<file path="config.mk">
export PLATFORM = sky130hd
export DESIGN_NAME = bin_to_bcd_seq
export DESIGN_NICKNAME = d
export VERILOG_FILES = /design/src/rtl/bin_to_bcd_seq.sv
export SDC_FILE = /design/constraint.sdc
export NUM_CORES = 1
export LEC_CHECK = 0
export ABC_CLOCK_PERIOD_IN_PS = 1300
export BUFFER_PORTS_ARGS = -buffer_cell sky130_fd_sc_hd__buf_2
export CAP_MARGIN = 15
export CORE_MARGIN = 5
export CORE_UTILIZATION = 50
export CTS_CLUSTER_SIZE = 30
export DETAILED_ROUTE_END_ITERATION = 6
export PLACE_DENSITY = 0.75
export SYNTH_ARGS = -nofsm -noshare
export SYNTH_HDL_FRONTEND = slang
export SYNTH_SLANG_ARGS = --single-unit
</file>
<file path="constraint.sdc">
create_clock -name clk -period 1.3 [get_ports clk]
set_input_delay 0.39 -clock clk [delete_from_list [all_inputs] [get_ports clk]]
set_output_delay 0.39 -clock clk [all_outputs]
set_load 0.1 [all_outputs]
</file>
<file path="src/rtl/bin_to_bcd_seq.sv">
// Sequential double-dabble binary-to-BCD converter with start/busy/done handshake.
// One add-3/shift iteration per clock; WIDTH iterations per conversion.
// Optional feature macro: BCD_LEADING_ZERO_BLANK_EN (leading-zero digit blanking on digit_en).
module bin_to_bcd_seq #(
    parameter int unsigned WIDTH  = 16,
    parameter int unsigned DIGITS = 5
) (
    input  logic                  clk,
    input  logic                  resetCU,
    input  logic                  start,
    input  logic [WIDTH-1:0]      bin,
    output logic                  busy,
    output logic                  done,
    output logic [4*DIGITS-1:0]   bcd,
    output logic [DIGITS-1:0]     digit_en
);

    localparam int unsigned BW = 4 * DIGITS;
    localparam int unsigned CW = $clog2(WIDTH + 1);

    typedef enum logic [1:0] {
        S_IDLE,
        S_SHIFT,
        S_DONE
    } state_t;

    state_t          state;
    state_t          state_next;
    logic [WIDTH-1:0] bin_sr;
    logic [BW-1:0]    bcd_sr;
    logic [BW-1:0]    bcd_adj;
    logic [CW-1:0]    cnt;

    // State register
    always_ff @(posedge clk) begin
        if (resetCU) begin
            state <= S_IDLE;
        end else begin
            state <= state_next;
        end
    end

    // Next-state logic: IDLE -> SHIFT (WIDTH cycles) -> DONE -> IDLE
    always_comb begin
        state_next = state;
        case (state)
            S_IDLE: begin
                if (start) begin
                    state_next = S_SHIFT;
                end
            end
            S_SHIFT: begin
                if (cnt == CW'(1)) begin
                    state_next = S_DONE;
                end
            end
            S_DONE: begin
                state_next = S_IDLE;
            end
            default: begin
                state_next = S_IDLE;
            end
        endcase
    end

    // Add 3 to every BCD nibble >= 5, all nibbles in parallel, ahead of the shift
    always_comb begin
        bcd_adj = bcd_sr;
        for (int i = 0; i < int'(DIGITS); i++) begin
            if (bcd_sr[4*i +: 4] >= 4'd5) begin
                bcd_adj[4*i +: 4] = bcd_sr[4*i +: 4] + 4'd3;
            end
        end
    end

    // Datapath and registered handshake outputs
    always_ff @(posedge clk) begin
        if (resetCU) begin
            bin_sr <= '0;
            bcd_sr <= '0;
            cnt    <= '0;
            busy   <= 1'b0;
            done   <= 1'b0;
            bcd    <= '0;
        end else begin
            busy <= (state_next != S_IDLE);
            done <= (state == S_DONE);
            case (state)
                S_IDLE: begin
                    if (start) begin
                        bin_sr <= bin;
                        bcd_sr <= '0;
                        cnt    <= CW'(WIDTH);
                    end
                end
                S_SHIFT: begin
                    {bcd_sr, bin_sr} <= {bcd_adj[BW-2:0], bin_sr, 1'b0};
                    cnt              <= cnt - CW'(1);
                end
                S_DONE: begin
                    bcd <= bcd_sr;
                end
                default: begin
                end
            endcase
        end
    end

`ifdef BCD_LEADING_ZERO_BLANK_EN
    logic [DIGITS-1:0] en_next;
    logic              seen_nz;

    // Enable digits from the most significant non-zero digit down; units always on
    always_comb begin
        en_next = '0;
        seen_nz = 1'b0;
        for (int i = int'(DIGITS) - 1; i > 0; i--) begin
            if (bcd_sr[4*i +: 4] != 4'd0) begin
                seen_nz = 1'b1;
            end
            en_next[i] = seen_nz;
        end
        en_next[0] = 1'b1;
    end

    // Digit enables update together with bcd in the DONE cycle
    always_ff @(posedge clk) begin
        if (resetCU) begin
            digit_en <= '1;
        end else if (state == S_DONE) begin
            digit_en <= en_next;
        end
    end
`else
    assign digit_en = '1;
`endif

endmodule

</file>
# After elaboration in Yosys (flattened, before gate mapping)
# Cells that the tools add are included.
dict set report totals {
  in_bits 19
  elab_cells 40
  reg_bits 65
  out_inout_bits 27
}
dict set report classes {
  n_reduce_logical 4
  eq_ne 4
  n_mux 14
  addsub 6
  n_lt_le_gt_ge 5
}
# op count
set op_table {}
lappend op_table {{$pmux 20 s2} 1}
lappend op_table {{$pmux 16 s2} 1}
lappend op_table {{$ge 4x3->1 const B} 5}
lappend op_table {{$mux 20} 1}
lappend op_table {{$add 4x2->4 const B} 4}
lappend op_table {{$mux 16} 1}
lappend op_table {{$mux 4} 4}
lappend op_table {{$pmux 5 s2} 1}
lappend op_table {{$eq 5x1->1 const B} 1}
lappend op_table {{$mux 5} 1}
lappend op_table {{$sub 5x1->5 const B} 1}
lappend op_table {{$mux 2} 2}
lappend op_table {{$pmux 2 s2} 1}
lappend op_table {{$reduce_bool 2->1} 2}
lappend op_table {{$add 3x2->3 const B} 1}
lappend op_table {{$mux 3} 1}
lappend op_table {{$eq 2x1->1 const B} 1}
lappend op_table {{$eq 2x2->1 const B} 1}
lappend op_table {{$logic_not 2->1} 1}
lappend op_table {{$ne 2x2->1 const B} 1}
lappend op_table {{$reduce_and 2->1} 1}

# Depth between registers and ports, before layout
dict set report depth {
  ltp_word 4
  ltp_mapped 7
  ltp_nobuf 6
}

# Worst setup path before layout
# No wires, ideal clock.
dict set report synth_timing {
  path_kind {register to register}
  from {register bcd_sr[9]}
  to {register bcd_sr[10]}
  path_slack_ps -50
  n_path_buf 0
  arrival_ps 1233
  synth_period_minus_slack_ps 1350
  required_ps 1183
  stages_incl_launch_ff 7
  setup_time_ps 117
  path_cell_list {dfxtp_1 -> inv_1 -> ha_1 -> nand2b_1 -> a21oi_1 -> mux2i_1 -> a22o_1}
}
dict set report synth_between {
  elab_chain_cells 3
  elab_cells_between_ends 4
  classes_between {1 x add/sub; 1 x order compare; 2 x mux}
}
# item line
set synth_rtl {}
lappend synth_rtl {{from (decl)} 30} ;# logic [BW-1:0] bcd_sr;
lappend synth_rtl {{from (signal assigned)} 97} ;# {bcd_sr, bin_sr} <= {bcd_adj[BW-2:0], bin_sr, 1'b0};
lappend synth_rtl {{$add 4x2->4 or $ge 4x3->1 (tied branches)} {71, 70}}
lappend synth_rtl {{$mux 4 (*)} 70} ;# if (bcd_sr[4*i +: 4] >= 4'd5) begin
lappend synth_rtl {{$pmux 20 s2 (*)} 88} ;# case (state)
# Every way passes the cells marked *; elsewhere a longest branch is shown, timed or not.
# A chain may end at the register's enable or synchronous reset.

# Worst setup path after layout
dict set report layout_timing {
  from {register bcd_sr[13]}
  to {register bcd_sr[14]}
}
# The elaborated chain is that of the path after synthesis.

==> results.sh <==
export IMPL_status="complete, but fails checks"
export IMPL_violations="negative setup slack"
export IMPL_grtUsageMet3=0.0663
export IMPL_n_fill_cell=398
export IMPL_ys_seq_area_frac=0.454
export IMPL_fin_nets=425
export IMPL_synth_top_family_by_area="compound AO/OA/AOI/OAI gates"
export IMPL_synthCells=325
export IMPL_yosys_top_cells_area="dfxtp_1, nand2_1, a21oi_1, ha_1, a22o_1"
export IMPL_dieHeight_um=85.7
export IMPL_muxShareOfSynthArea=0.0214
export IMPL_p_per_area_mw_per_mm2=989
export IMPL_cts_inserted_buffers=9
export IMPL_synth_compound_area_share=0.198
export IMPL_fin_skew_ns=0.00913
export IMPL_syn_avg_cell_area_sq_um=8.82
export IMPL_layout_setup_ws_ns=-0.0553
export IMPL_ir_drop_v=0.000759
export IMPL_die_x_um=85.7
export IMPL_rows=27
export IMPL_hpwl_mm=4.56
export IMPL_setup_violations=3
export IMPL_ys_async_sr_fraction=0
export IMPL_period_needed_ns=1.36
export IMPL_synth_cell_types=38
export IMPL_track_usage=0.194
export IMPL_fin_crit_sh=1.04
export IMPL_grtUsageMet2=0.319
export IMPL_rsz0062_at_grt="true"
export IMPL_start_util=0.517
export IMPL_io_pins=46
export IMPL_dieArea_sq_mm=0.00735
export IMPL_use_met1=0.235
export IMPL_critPathRequiredTime_ns=1.57
export IMPL_yosysWarnings=0
export IMPL_fin_util=0.734
export IMPL_gp_congestion=0.806
export IMPL_crit_type="reg2reg"
export IMPL_routedWlPerCell_um=14.6
export IMPL_clk_path_buf_depth=2
export IMPL_num_vias=2507
export IMPL_cts_tree="done"
export IMPL_core_area_sq_mm=0.00554
export IMPL_drc=0
export IMPL_cts_root_buf="clkbuf_8"
export IMPL_synth_fa_ha_area_frac=0.0524
export IMPL_grt_ovfl_total=0
export IMPL_cts_sinks=65
export IMPL_yosysMostFrequentCell="dfxtp_1"
export IMPL_grt_busiest_layer="met2"
export IMPL_firstDrtPassIters=4
export IMPL_crit_fanout=3
export IMPL_grt_max_degree=23
export IMPL_ys_ff_latch=65
export IMPL_cp_start_kind="flip-flop"
export IMPL_io_buffer_count=40
export IMPL_grt_pass1_vias=2458
export IMPL_drv_slew=0
export IMPL_synthToLayoutAreaGrowth_pct=41.9
export IMPL_leakage_nw=1.63
export IMPL_path_clk_slew_ns=0.07
export IMPL_ctsHtreeMaxLevel=3
export IMPL_antenna_found_initial=0
export IMPL_hold_worst_slack_ns=0.244
export IMPL_crit_path_end_kind="flip-flop"
export IMPL_yosysTopAreaCell="dfxtp_1"
export IMPL_critical_path_arrival_ns=1.63
export IMPL_synthTopCellsByCount="dfxtp_1, nand2_1, a21oi_1, nor2_1"
export IMPL_netlist_area_sq_mm=0.00287
export IMPL_synthXorXnorAreaFrac=0.0275
export IMPL_finalHoldViolations=0
export IMPL_antennaDiodeCount=0
export IMPL_drive_gt1_frac=0.397
export IMPL_maxCapViolations=0
export IMPL_holdBufCountCts=0
export IMPL_hp_class="in2reg"
export IMPL_synth_edf_count=0
export IMPL_synth_top_flop_cell="dfxtp_1"
export IMPL_insertion_delay_ns=0.34
export IMPL_wirelength_mm=6.87
export IMPL_max_freq_ghz=0.738
export IMPL_viasPerCell=5.33
export IMPL_drtIter0Drc=172
export IMPL_grt_first_pass_wirelength_mm=11.3
export IMPL_synth_top_area_frac=0.454
export IMPL_drtAntennaViolNets=0
export IMPL_yosys_area_share_simple=0.167
==> routing by layer <==
metal  routed length (um)  vias up
met1                 3020     1184
met2                 3340       72
met5                    0        -
met3                  409       14
met4                   92        0
li1                     -     1237
==> registers in the layout (all words and copies together), names as in the netlist <==
signal	count
bcd	20
bcd_sr	20
bin_sr	16
busy	1
cnt	5
done	1
state	2
==> worst max-delay path, stage by stage (launching register included) <==
cell and delay, ns:
dfxtp_2 0.35, inv_4 0.05, ha_4 0.14, nand2b_4 0.14, a21oi_4 0.20, mux2i_1 0.24
a22o_1 0.17
==> what timing repair did <==
item                                    in CTS  in global routing
endpoints found under the setup margin      26                 25
buffers inserted                             0                  3
gates cloned                                 1                  0
pin swaps                                    8                  7
endpoints found under the hold margin        0                  0
resized for setup                           24                 33
==> metrics by stage <==
step | setup TNS, ns | total power (W) | instance area, sq um | setup slack, ns | instances
2_1_floorplan | 0 | 0.00246 | 2920 | 0.00102 | 329
3_3_place_gp | -0.139 | 0.00258 | 3660 | -0.0363 | 451
3_5_place_dp | -1.43 | 0.00259 | 3660 | -0.0951 | 451
4_1_cts | 0 | 0.00403 | 3910 | 0.00768 | 467
5_1_grt | -0.697 | 0.00419 | 4070 | -0.112 | 470
6_report | -0.130 | 0.00402 | 4070 | -0.0553 | 470
==> area by class of cell <==
type,instances,area (sq um),share of cell area
clock buffer,12,145,0.0357
clock inverter,3,17.5,0.00431
multi-input combinational,227,1570,0.387
sequential,65,1340,0.329
timing repair buffer,76,838,0.206
tap,72,90.1,0.0221
inverter,15,63.8,0.0157
==> power by group <==
part | internal (W) | switching [W] | total, W
clock network | 0.000727 | 0.000725 | 0.00145
registers | 0.00205 | 0.0000441 | 0.00210
logic | 0.000182 | 0.000289 | 0.000471
total | 0.00296 | 0.00106 | 0.00402
==> final timing paths <==
check	from	endpoint	slack (ns)	depth (start not counted)
min	bin[1]	bin_sr[1]	0.24	3
max	bcd_sr[13]	bcd_sr[14]	-0.06	6
max reg2reg	bcd_sr[13]	bcd_sr[14]	-0.06	6
min reg2reg	bin_sr[8]	bin_sr[9]	0.45	2
==> kinds of logic after synthesis <==
| logic type | Yosys count |
|---|---|
| AO/OA/AOI/OAI | 87 |
| adder cells (fa/ha/maj) | 12 |
| other | 1 |
| AND/OR/NAND/NOR | 107 |
| multiplexers | 6 |
| buffers and inverters | 38 |
| XOR/XNOR | 9 |
| flip-flops | 65 |
==> cells in the final DEF, fill, tap and decap left out, types with 3 or more instances in the layout <==
| master | n |
|---|---|
| nand2_1 | 61 |
| dfxtp_1 | 35 |
| buf_4 | 33 |
| dfxtp_2 | 30 |
| a21oi_1 | 28 |
| buf_12 | 25 |
| nor2_1 | 21 |
| buf_2 | 18 |
| a22o_1 | 15 |
| a22oi_1 | 11 |
| clkbuf_8 | 10 |
| inv_1 | 8 |
| o21ai_0 | 8 |
| ha_4 | 7 |
| nand2b_4 | 6 |
| nor3_1 | 6 |
| o22ai_1 | 5 |
| a211oi_1 | 5 |
| a21oi_4 | 5 |
| mux2i_1 | 5 |
| nand3_1 | 5 |
| conb_1 | 5 |
| inv_2 | 4 |
| xnor2_1 | 4 |
| xor2_1 | 4 |
| inv_4 | 3 |
| o21ai_1 | 3 |
| ha_2 | 3 |
Power figures use the tool's default switching activity.
